## config.mk

```make
export PLATFORM = sky130hd
export DESIGN_NAME = scl180_sparecell_tiemon
export DESIGN_NICKNAME = d
export VERILOG_FILES = /design/src/rtl/scl180_sparecell_tiemon.sv
export SDC_FILE = /design/constraint.sdc
export NUM_CORES = 1
export LEC_CHECK = 0
export CAP_MARGIN = 20
export CORE_MARGIN = 2
export CORE_UTILIZATION = 58
export CTS_CLUSTER_DIAMETER = 60
export CTS_CLUSTER_SIZE = 8
export DETAILED_ROUTE_END_ITERATION = 10
export PLACE_DENSITY_LB_ADDON = 0.08
export SLEW_MARGIN = 0
export SYNTH_ARGS = -nofsm -noshare
export SYNTH_HDL_FRONTEND = slang
export SYNTH_SLANG_ARGS = --single-unit
export TNS_END_PERCENT = 30
```

## constraint.sdc

```tcl
create_clock -name wb_clk_i -period 5.5 [get_ports wb_clk_i]
set_input_delay 0.55 -clock wb_clk_i [delete_from_list [all_inputs] [get_ports wb_clk_i]]
set_output_delay 0.55 -clock wb_clk_i [all_outputs]
set_load 0.02 [all_outputs]
```

## src/rtl/scl180_sparecell_tiemon.sv

```systemverilog
// Tie-off integrity monitor for SCL180 spare-cell LO outputs: synchronises the
// tie-low lines, waits a settle window, then records sticky faults and glitch counts.
module scl180_sparecell_tiemon #(
    parameter int NUM_CELLS     = 4,
    parameter int SETTLE_CYCLES = 16,
    parameter int CNT_W         = 8
) (
    input  logic                 wb_clk_i,
    input  logic                 wb_rst_i,
    input  logic [NUM_CELLS-1:0] lo_i,
    input  logic                 en_i,
    input  logic                 clr_i,
    output logic                 ok_o,
    output logic                 busy_o,
    output logic                 fault_o,
    output logic [NUM_CELLS-1:0] fault_mask_o,
    output logic [CNT_W-1:0]     glitch_cnt_o
);

    localparam logic [1:0] ST_IDLE    = 2'd0;
    localparam logic [1:0] ST_SETTLE  = 2'd1;
    localparam logic [1:0] ST_MONITOR = 2'd2;
    localparam logic [1:0] ST_FAULT   = 2'd3;

    localparam logic [15:0]      SETTLE_LAST = 16'(SETTLE_CYCLES - 1);
    localparam logic [CNT_W-1:0] CNT_MAX     = '1;

    logic [NUM_CELLS-1:0] s1_q, s2_q;
    logic                 prev_q, prev_d;
    logic [1:0]           state_q, state_d;
    logic [15:0]          settle_q, settle_d;
    logic                 fault_q, fault_d;
    logic [NUM_CELLS-1:0] mask_q, mask_d;
    logic [CNT_W-1:0]     glitch_q, glitch_d;
    logic                 any_hi;
    logic                 rise;

    assign any_hi = |s2_q;
    assign rise   = any_hi & ~prev_q;

    always_comb begin
        state_d  = state_q;
        settle_d = settle_q;
        fault_d  = fault_q;
        mask_d   = mask_q;
        glitch_d = glitch_q;
        // Holding prev low through SETTLE makes a stuck-high line count on the first MONITOR cycle.
        prev_d   = (state_q == ST_SETTLE) ? 1'b0 : any_hi;

        if (state_q != ST_IDLE && !en_i) begin
            state_d  = ST_IDLE;
            settle_d = '0;
        end else if (clr_i) begin
            fault_d  = 1'b0;
            mask_d   = '0;
            glitch_d = '0;
            settle_d = '0;
            state_d  = en_i ? ST_SETTLE : ST_IDLE;
        end else begin
            case (state_q)
                ST_IDLE: begin
                    if (en_i) begin
                        state_d  = ST_SETTLE;
                        settle_d = '0;
                    end
                end
                ST_SETTLE: begin
                    if (settle_q == SETTLE_LAST) begin
                        state_d  = ST_MONITOR;
                        settle_d = '0;
                    end else begin
                        settle_d = settle_q + 16'd1;
                    end
                end
                ST_MONITOR, ST_FAULT: begin
                    if (any_hi) begin
                        mask_d  = mask_q | s2_q;
                        fault_d = 1'b1;
                        state_d = ST_FAULT;
                    end
                    if (rise && glitch_q != CNT_MAX) begin
                        glitch_d = glitch_q + CNT_W'(1);
                    end
                end
                default: state_d = ST_IDLE;
            endcase
        end
    end

    always_ff @(posedge wb_clk_i) begin
        if (wb_rst_i) begin
            s1_q     <= '0;
            s2_q     <= '0;
            prev_q   <= 1'b0;
            state_q  <= ST_IDLE;
            settle_q <= '0;
            fault_q  <= 1'b0;
            mask_q   <= '0;
            glitch_q <= '0;
        end else begin
            s1_q     <= lo_i;
            s2_q     <= s1_q;
            prev_q   <= prev_d;
            state_q  <= state_d;
            settle_q <= settle_d;
            fault_q  <= fault_d;
            mask_q   <= mask_d;
            glitch_q <= glitch_d;
        end
    end

    assign ok_o         = (state_q == ST_MONITOR) & ~fault_q;
    assign busy_o       = (state_q == ST_SETTLE);
    assign fault_o      = fault_q;
    assign fault_mask_o = mask_q;
    assign glitch_cnt_o = glitch_q;

endmodule

```

* Word level (Yosys, flattened, before mapping)
Cells that the tools add are included.
** Storage, ports and cells
- Flip-flop bits (word level) :: 40
- Input port bits :: 8
- Output and inout port bits :: 15
- Logic and storage cells :: 61
** Cells by class
- $add $sub $neg :: 2
- Equal/unequal tests :: 9
- Mux-type cells :: 18
- Bitwise logic cells :: 6
- Reduce and logical (&&, ||, !) cells :: 18
** Operator list (number)
- $mux 16 :: 2
- $pmux 16 s2 :: 1
- $mux 8 :: 3
- $add 16x1->16 const B :: 1
- $eq 16x4->1 const B :: 1
- $mux 4 :: 3
- $reduce_bool 2->1 :: 5
- $reduce_and 3->1 :: 3
- $add 8x1->8 const B :: 1
- $mux 2 :: 4
- $ne 8x8->1 const B :: 1
- $ne 3x3->1 const B :: 2
- $pmux 2 s3 :: 1
- $reduce_or 2->1 :: 3
- $eq 2x2->1 const B :: 2
- $mux 1 :: 4
- $or 4x4->4 :: 1
- $reduce_or 4->1 :: 1
- $ne 3x2->1 const B :: 1
- $not 1->1 :: 3
- $reduce_or 3->1 :: 1
- $and 1x1->1 :: 2
- $eq 2x1->1 const B :: 1
- $logic_and 1x1->1 :: 2
- other kinds (4) :: 4

* Logic depth before layout (Yosys ltp)
Gate-level depths: netlist of the first run.
- Depth in word-level cells :: 6
- Mapped depth :: 7
- Gate-level depth less buffers :: 6

* Least setup slack after synthesis of the first run
OpenSTA, ideal clock, no wires.
- Path kind :: in2reg
- From :: in en_i
- To :: reg glitch_q[7], in the netlist glitch_cnt_o[7]
- Arrival time :: 1701 ps
- Required time :: 5438 ps
- Setup slack :: 3737 ps
- Stages on the path :: 6
- Path buffers :: 1
- Cells stage by stage :: and2_1 buf_4 nor3b_4 nand3_2 or4_1 nand3_1
** On the way
- Word-level cells in the longest chain between the ends :: 4
** RTL lines
- start, declared :: RTL line 11 : input logic en_i,
- $logic_not 1->1 :: RTL line 50 : if (state_q != ST_IDLE && !en_i) begin
- $logic_and 1x1->1 :: RTL line 50
- $not 1->1 (no source line)
- $reduce_and 3->1 (no source line)
- end signal, assigned :: RTL line 108 : glitch_q <= glitch_d;
- end, declared :: RTL line 34 : logic [CNT_W-1:0] glitch_q, glitch_d;
Every way passes these cells.
A chain may end at the register's enable or synchronous reset.

* Final worst setup path of the first run
- From :: in wb_rst_i
- To :: reg settle_q[9]
** On the way
- Word-level cells in the longest chain between the ends :: 1
** RTL lines
- start, declared :: RTL line 9 : input logic wb_rst_i,
- $reduce_or 3->1 (no source line)
- end signal, assigned :: RTL line 105 : settle_q <= settle_d;
- end, declared :: RTL line 31 : logic [15:0] settle_q, settle_d;
Every way passes these cells.

==> impl_metrics.py, run 1 <==
metrics = {
    "synthesis": {
        "synth_xor_area_share_pct": 0,
        "synth_seq_area_share_pct": 44.0,
        "avgSynthCellArea_um2": 8.27,
        "synthMuxAreaShare_pct": 0.550,
        "synth_cells": 220,
        "synth.distinct_cells": 44,
        "synth_ff_type": "dfxtp_1",
        "synth_compound_area_share_pct": 18.2,
        "synth_area_um2": 1820,
        "ys_ff_latch": 40,
        "synth_top_family_by_area": "simple AND/OR/NAND/NOR gates",
        "synthAdderAreaFrac_pct": 1.37,
        "synth-edff-count": 0,
        "syn-num-nets": 230,
        "synth-simple-area-share_pct": 33.3,
        "synth_warnings": 0,
        "synth-async-reset-ratio_pct": 0,
    },
    "placed_design": {
        "pre_cts_ws_ps": 2040,
        "dp_hpwl_mm": 3.08,
        "place.gp.congestion": 0.880,
        "placement.io_buffers": 22,
        "place_inst": 279,
    },
    "routing": {
        "drt_iter0_drc": 193,
        "antenna_left": 0,
        "vias": 1765,
        "finalWirelength_mm": 4.18,
        "post_drt_via_cell_ratio": 6.19,
        "dr.pass1.iters": 7,
        "drcViolationCount": 0,
        "avgRoutedWirePerCell_um": 14.7,
    },
    "grt": {
        "top_usage_layer": "met2",
        "met2_usage_pct": 43.5,
        "grt_pass1_vias": 1656,
        "overflow": 0,
        "grt_pass1_wl_mm": 7.07,
        "use_met1_pct": 30.5,
        "grt.met3_usage_pct": 7.14,
        "grt_max_degree": 16,
        "antenna_found_initial": 0,
        "grt_use_total_pct": 26.2,
    },
    "sta": {
        "skew_ps": 7.87,
        "finalCritPeriodShare_pct": 47.9,
        "period_minus_slack_ps": 2630,
        "worstMarginPinSlew_ps": 755,
        "slew_headroom_pct": 49.2,
        "fmax_ghz": 0.380,
        "setup_violations": 0,
        "slew_viol_final": 0,
        "rsz0062_at_grt": "no",
        "layout_setup_ws_ps": 2870,
        "fin_hold_ws_ps": 454,
        "hold_viol_final": 0,
        "finalSetupTns_ps": 0,
    },
    "power_and_ir_drop": {
        "powerDensity_nw_per_um2": 214,
        "power_frac_clock_pct": 27.5,
        "switching_share_pct": 22.7,
        "power.switching_w": 0.000102,
        "p_comb_share_pct": 6.8,
        "p_leak_nw": 0.719,
        "sequentialPowerShare_pct": 65.7,
        "internal-power_w": 0.000348,
        "vdd_drop_max_uv": 144,
    },
    "final_layout": {
        "most-common-layout-cells": "dfxtp_1, nor2_1, clkdlybuf4s50_1, nand2_1, a21oi_1",
        "stdcell_count": 285,
        "syn_to_final_growth_pct": 15.8,
        "diodes": 0,
        "fillers": 247,
        "drive_gt1_share_pct": 4.56,
        "regArea_um2": 801,
        "final_core_utilization_pct": 69.6,
        "fin_nets": 253,
        "layout_commonest_cell": "dfxtp_1",
        "multi_input_area_um2": 972,
    },
    "critical_path": {
        "r2r_setup_slack_ps": 3360,
        "cp_max_fo": 15,
        "end_kind": "flop",
        "cp-start-kind": "input pin",
        "required_ps": 5790,
        "arrival_ps": 2920,
        "critical_path_class": "in -> reg",
    },
    "clock_network": {
        "clock-root-buffer": "clkbuf_4",
        "cts_num_sinks": 40,
        "post_cts_buffers": 0,
        "clkTransAtPathRegs_ps": 100,
        "ctsResizeCount": 0,
        "htreeDepth": 2,
        "clock_latency_ps": 340,
        "hold_buffers": 0,
        "cts_buffers": 5,
        "clock_path_buffers": 2,
        "cts_tree": "done",
    },
    "floorplanning": {
        "dieWidth_um": 60.0,
        "die_area_um2": 3600,
        "initial_utilization_pct": 60.1,
        "rows": 20,
        "io_pins": 23,
        "core_um2": 3030,
        "die_h_um": 60.0,
    },
    "status": {
        "status": "complete, no violations",
    },
    "job": {
        "maxCapViolations": 0,
    },
    "hold_path": {
        "hp-class": "reg -> reg",
    },
}
-- logic make-up (layout without fill, tap and decap cells) --
logic type / count (synthesis) / after routing
DFF: 40 / 40
muxes: 1 / 1
buffers and inverters: 11 / 32
and+or+nand+nor: 113 / 113
AOI/OAI and AO/OA: 53 / 53
adders and majority gates: 2 / 2
-- path summary, 6_finish.rpt --
kind,cells past startpoint,startpoint,to
max,6,wb_rst_i,settle_q[9]
min,1,s1_q[2],s2_q[2]
max reg2reg,5,state_q[1],settle_q[9]
min reg2reg,1,s1_q[2],s2_q[2]
-- cell type report --
class                           count  area share [%]
Clock buffer                        5            1.78
Inverter                            4           0.712
Multi-Input combinational cell    169            46.1
Sequential cell                    40            38.0
Tap cell                           44            2.61
Timing Repair Buffer               23            10.8
-- stage by stage --
step	power [W]	area, µm²
floorplan	0.000321	1820
global placement	0.000331	2060
detailed placement	0.000333	2060
CTS	0.000457	2100
global route	0.000476	2110
finish	0.000451	2110
-- cells in the mapped netlist (all sizes together) (2+ instances only) --
cell type / instances / area share (%)
a21o: 4 / 1.6
a21oi: 17 / 4.7
a31oi: 11 / 3.8
a41oi: 2 / 0.96
and3: 4 / 1.4
buf: 3 / 0.96
clkbuf: 4 / 0.82
dfxtp: 40 / 44
ha: 2 / 1.4
inv: 4 / 0.82
nand2: 18 / 3.7
nand2b: 6 / 2.1
nand3: 17 / 4.9
nand4: 8 / 2.7
nor2: 23 / 4.9
nor2b: 8 / 2.7
nor3: 4 / 1.1
nor3b: 2 / 1.4
nor4: 8 / 2.7
o211ai: 2 / 0.82
o21ai: 8 / 2.2
o21bai: 2 / 0.82
or2: 3 / 1.0
or3: 7 / 2.4
or4: 2 / 0.82
-- worst max-delay path: stages --
cell	delay [ps]
clkdlybuf4s50_1	660
nor2_2	430
nand2_1	330
or3_1	500
nor4_1	340
a21o_1	120
-- power groups by stage --
| stage | registers [W] | clock network, W | logic [W] |
|---|---|---|---|
| floorplan | 0.000302 | 0 | 0.0000189 |
| global placement | 0.000302 | 0 | 0.0000290 |
| CTS | 0.000296 | 0.000131 | 0.0000299 |
| finish | 0.000296 | 0.000124 | 0.0000305 |
| global route | 0.000297 | 0.000146 | 0.0000335 |
| detailed placement | 0.000303 | 0 | 0.0000298 |
-- metal layers --
| layer | share of wire, % | vias to the layer above | wire [µm] |
|---|---|---|---|
| met1 | 41 | 829 | 1720 |
| met2 | 52 | 70 | 2190 |
| met3 | 4.8 | 10 | 199 |
| met4 | 1.7 | 0 | 70 |
| met5 | 0 | - | 0 |
| li1 | - | 856 | - |
-- flip-flops by register name (all words and copies together) (netlist names) --
name,count
prev_q,1
fault_o,1
fault_mask_o,4
s2_q,4
settle_q,16
glitch_cnt_o,8
s1_q,4
state_q,2
Note: power is estimated with default switching activity, not from simulation.
==> inputs of run 2 (changes only) <==
Settings changed: CORE_UTILIZATION 58 to 49.
Clock period 5.5 ns to 2.1 ns, I/O delays scaled along.
==> impl_metrics.py, run 2 (same netlist as run 1, synthesis figures left out) <==
metrics = {
    "status": {
        "status": "complete, no violations",
    },
    "sta": {
        "finalCritPeriodShare_pct": 94.3,
        "finalSetupTns_ps": 0,
        "rsz0062_at_grt": "no",
        "slew_viol_final": 0,
        "skew_ps": 5.52,
        "hold_viol_final": 0,
        "worstMarginPinSlew_ps": 565,
        "slew_headroom_pct": 62.0,
        "fmax_ghz": 0.505,
        "period_minus_slack_ps": 1980,
        "setup_violations": 0,
    },
    "routing": {
        "dr.pass1.iters": 4,
        "post_drt_via_cell_ratio": 5.75,
        "antenna_left": 0,
        "avgRoutedWirePerCell_um": 13.6,
        "finalWirelength_mm": 4.08,
        "drcViolationCount": 0,
        "vias": 1730,
        "drt_iter0_drc": 139,
    },
    "clock_network": {
        "clock_path_buffers": 2,
        "clkTransAtPathRegs_ps": 80,
        "cts_num_sinks": 40,
        "htreeDepth": 2,
        "post_cts_buffers": 0,
        "cts_tree": "done",
        "clock_latency_ps": 300,
        "clock-root-buffer": "clkbuf_8",
        "cts_buffers": 5,
    },
    "grt": {
        "antenna_found_initial": 0,
        "grt_pass1_vias": 1600,
        "grt_use_total_pct": 22.0,
        "grt_pass1_wl_mm": 7.17,
        "grt_max_degree": 15,
        "overflow": 0,
    },
    "floorplanning": {
        "initial_utilization_pct": 50.5,
        "die_h_um": 65.0,
        "dieWidth_um": 65.0,
        "rows": 22,
        "io_pins": 23,
        "core_um2": 3610,
        "die_area_um2": 4220,
    },
    "hold_path": {
        "hp-class": "reg -> reg",
    },
    "final_layout": {
        "syn_to_final_growth_pct": 24.2,
        "regArea_um2": 801,
        "largest_reg_flops": 16,
        "drive_gt1_share_pct": 9.49,
        "fillers": 333,
        "most-common-layout-cells": "dfxtp_1, nor2_1, clkdlybuf4s50_1, nand2_1, a21oi_1",
        "fin_nets": 262,
        "stdcell_count": 301,
        "layout_commonest_cell": "dfxtp_1",
        "diodes": 0,
        "multi_input_area_um2": 975,
        "regMostFlops": "settle_q",
    },
    "critical_path": {
        "critical_path_class": "reg -> out",
        "cp-start-kind": "flop",
        "required_ps": 1890,
        "cp_max_fo": 10,
        "end_kind": "output pin",
        "arrival_ps": 1770,
    },
    "power_and_ir_drop": {
        "powerDensity_nw_per_um2": 670,
        "vdd_drop_max_uv": 531,
        "switching_share_pct": 22.9,
        "p_comb_share_pct": 6.1,
        "power.switching_w": 0.000347,
        "sequentialPowerShare_pct": 51.2,
        "power_frac_clock_pct": 42.7,
        "internal-power_w": 0.00117,
        "p_leak_nw": 0.795,
    },
    "placed_design": {
        "place.gp.congestion": 0.878,
        "place_inst": 293,
        "placement.io_buffers": 22,
        "dp_hpwl_mm": 2.91,
    },
    "job": {
        "maxCapViolations": 0,
    },
}
## run 2: area by class of cell
cell class                 instances  area share (%)
clock buffer                       5            3.04
timing repair buffer              32            13.1
sequential                        40            35.4
inverter                           4           0.664
clock inverter                     3            2.05
multi-input combinational        169            43.1
tap                               48            2.66
## run 2: through the flow
stage | hold WS, ps | setup slack [ps] | area [µm²] | power, W | util (%)
after floorplan | 282 | 368 | 1820 | 0.000841 | -
after global placement | 417 | 265 | 2140 | 0.000884 | 59.4
after detailed placement | 426 | 247 | 2140 | 0.000884 | 59.4
after CTS | 445 | 52.1 | 2260 | 0.00153 | 62.6
after global routing | 462 | 13.8 | 2260 | 0.00158 | 62.7
final | 444 | 119 | 2260 | 0.00151 | 62.7
## run 2: worst max-delay path, cell delays in order (launching register included)
cell and delay [ps]:
dfxtp_1 380, nand2b_2 290, inv_2 170, clkdlybuf4s50_1 620
## run 2: path summary, 6_finish.rpt
kind | start | end | slack [ps] | depth (start not counted)
worst min register to register | s1_q[1] | s2_q[1] | 440 | 1
worst max-delay path | state_q[1] | busy_o | 120 | 3
worst min-delay path | s1_q[1] | s2_q[1] | 440 | 1
worst max register to register | settle_q[0] | settle_q[9] | 180 | 6
## run 2: power groups by stage
stage	combinational, W	sequential [W]	clock (W)
after floorplan	0.0000495	0.000791	0
after global placement	0.0000915	0.000792	0
after detailed placement	0.0000917	0.000793	0
after CTS	0.0000922	0.000775	0.000664
after global routing	0.000102	0.000777	0.000706
final	0.0000926	0.000775	0.000647
## run 2: layer usage
layer,track usage (%),share of wire [%],vias up
li1,-,-,878
met4,8.24,1.6,0
met3,5.90,3.5,5
met1,26.9,47,817
met2,37.0,48,30
met5,0,0,-
## run 2: what timing repair did
item / in CTS / in global routing
endpoints found under the setup margin: 0 / 1
resized for setup: 0 / 1
hold buffers: 0 / 0
==> inputs of run 3 (changes only) <==
Settings changed: CAP_MARGIN 20 to default.
==> results of run 3 <==
The final DEF is identical to that of run 2; final timing and power are the same.
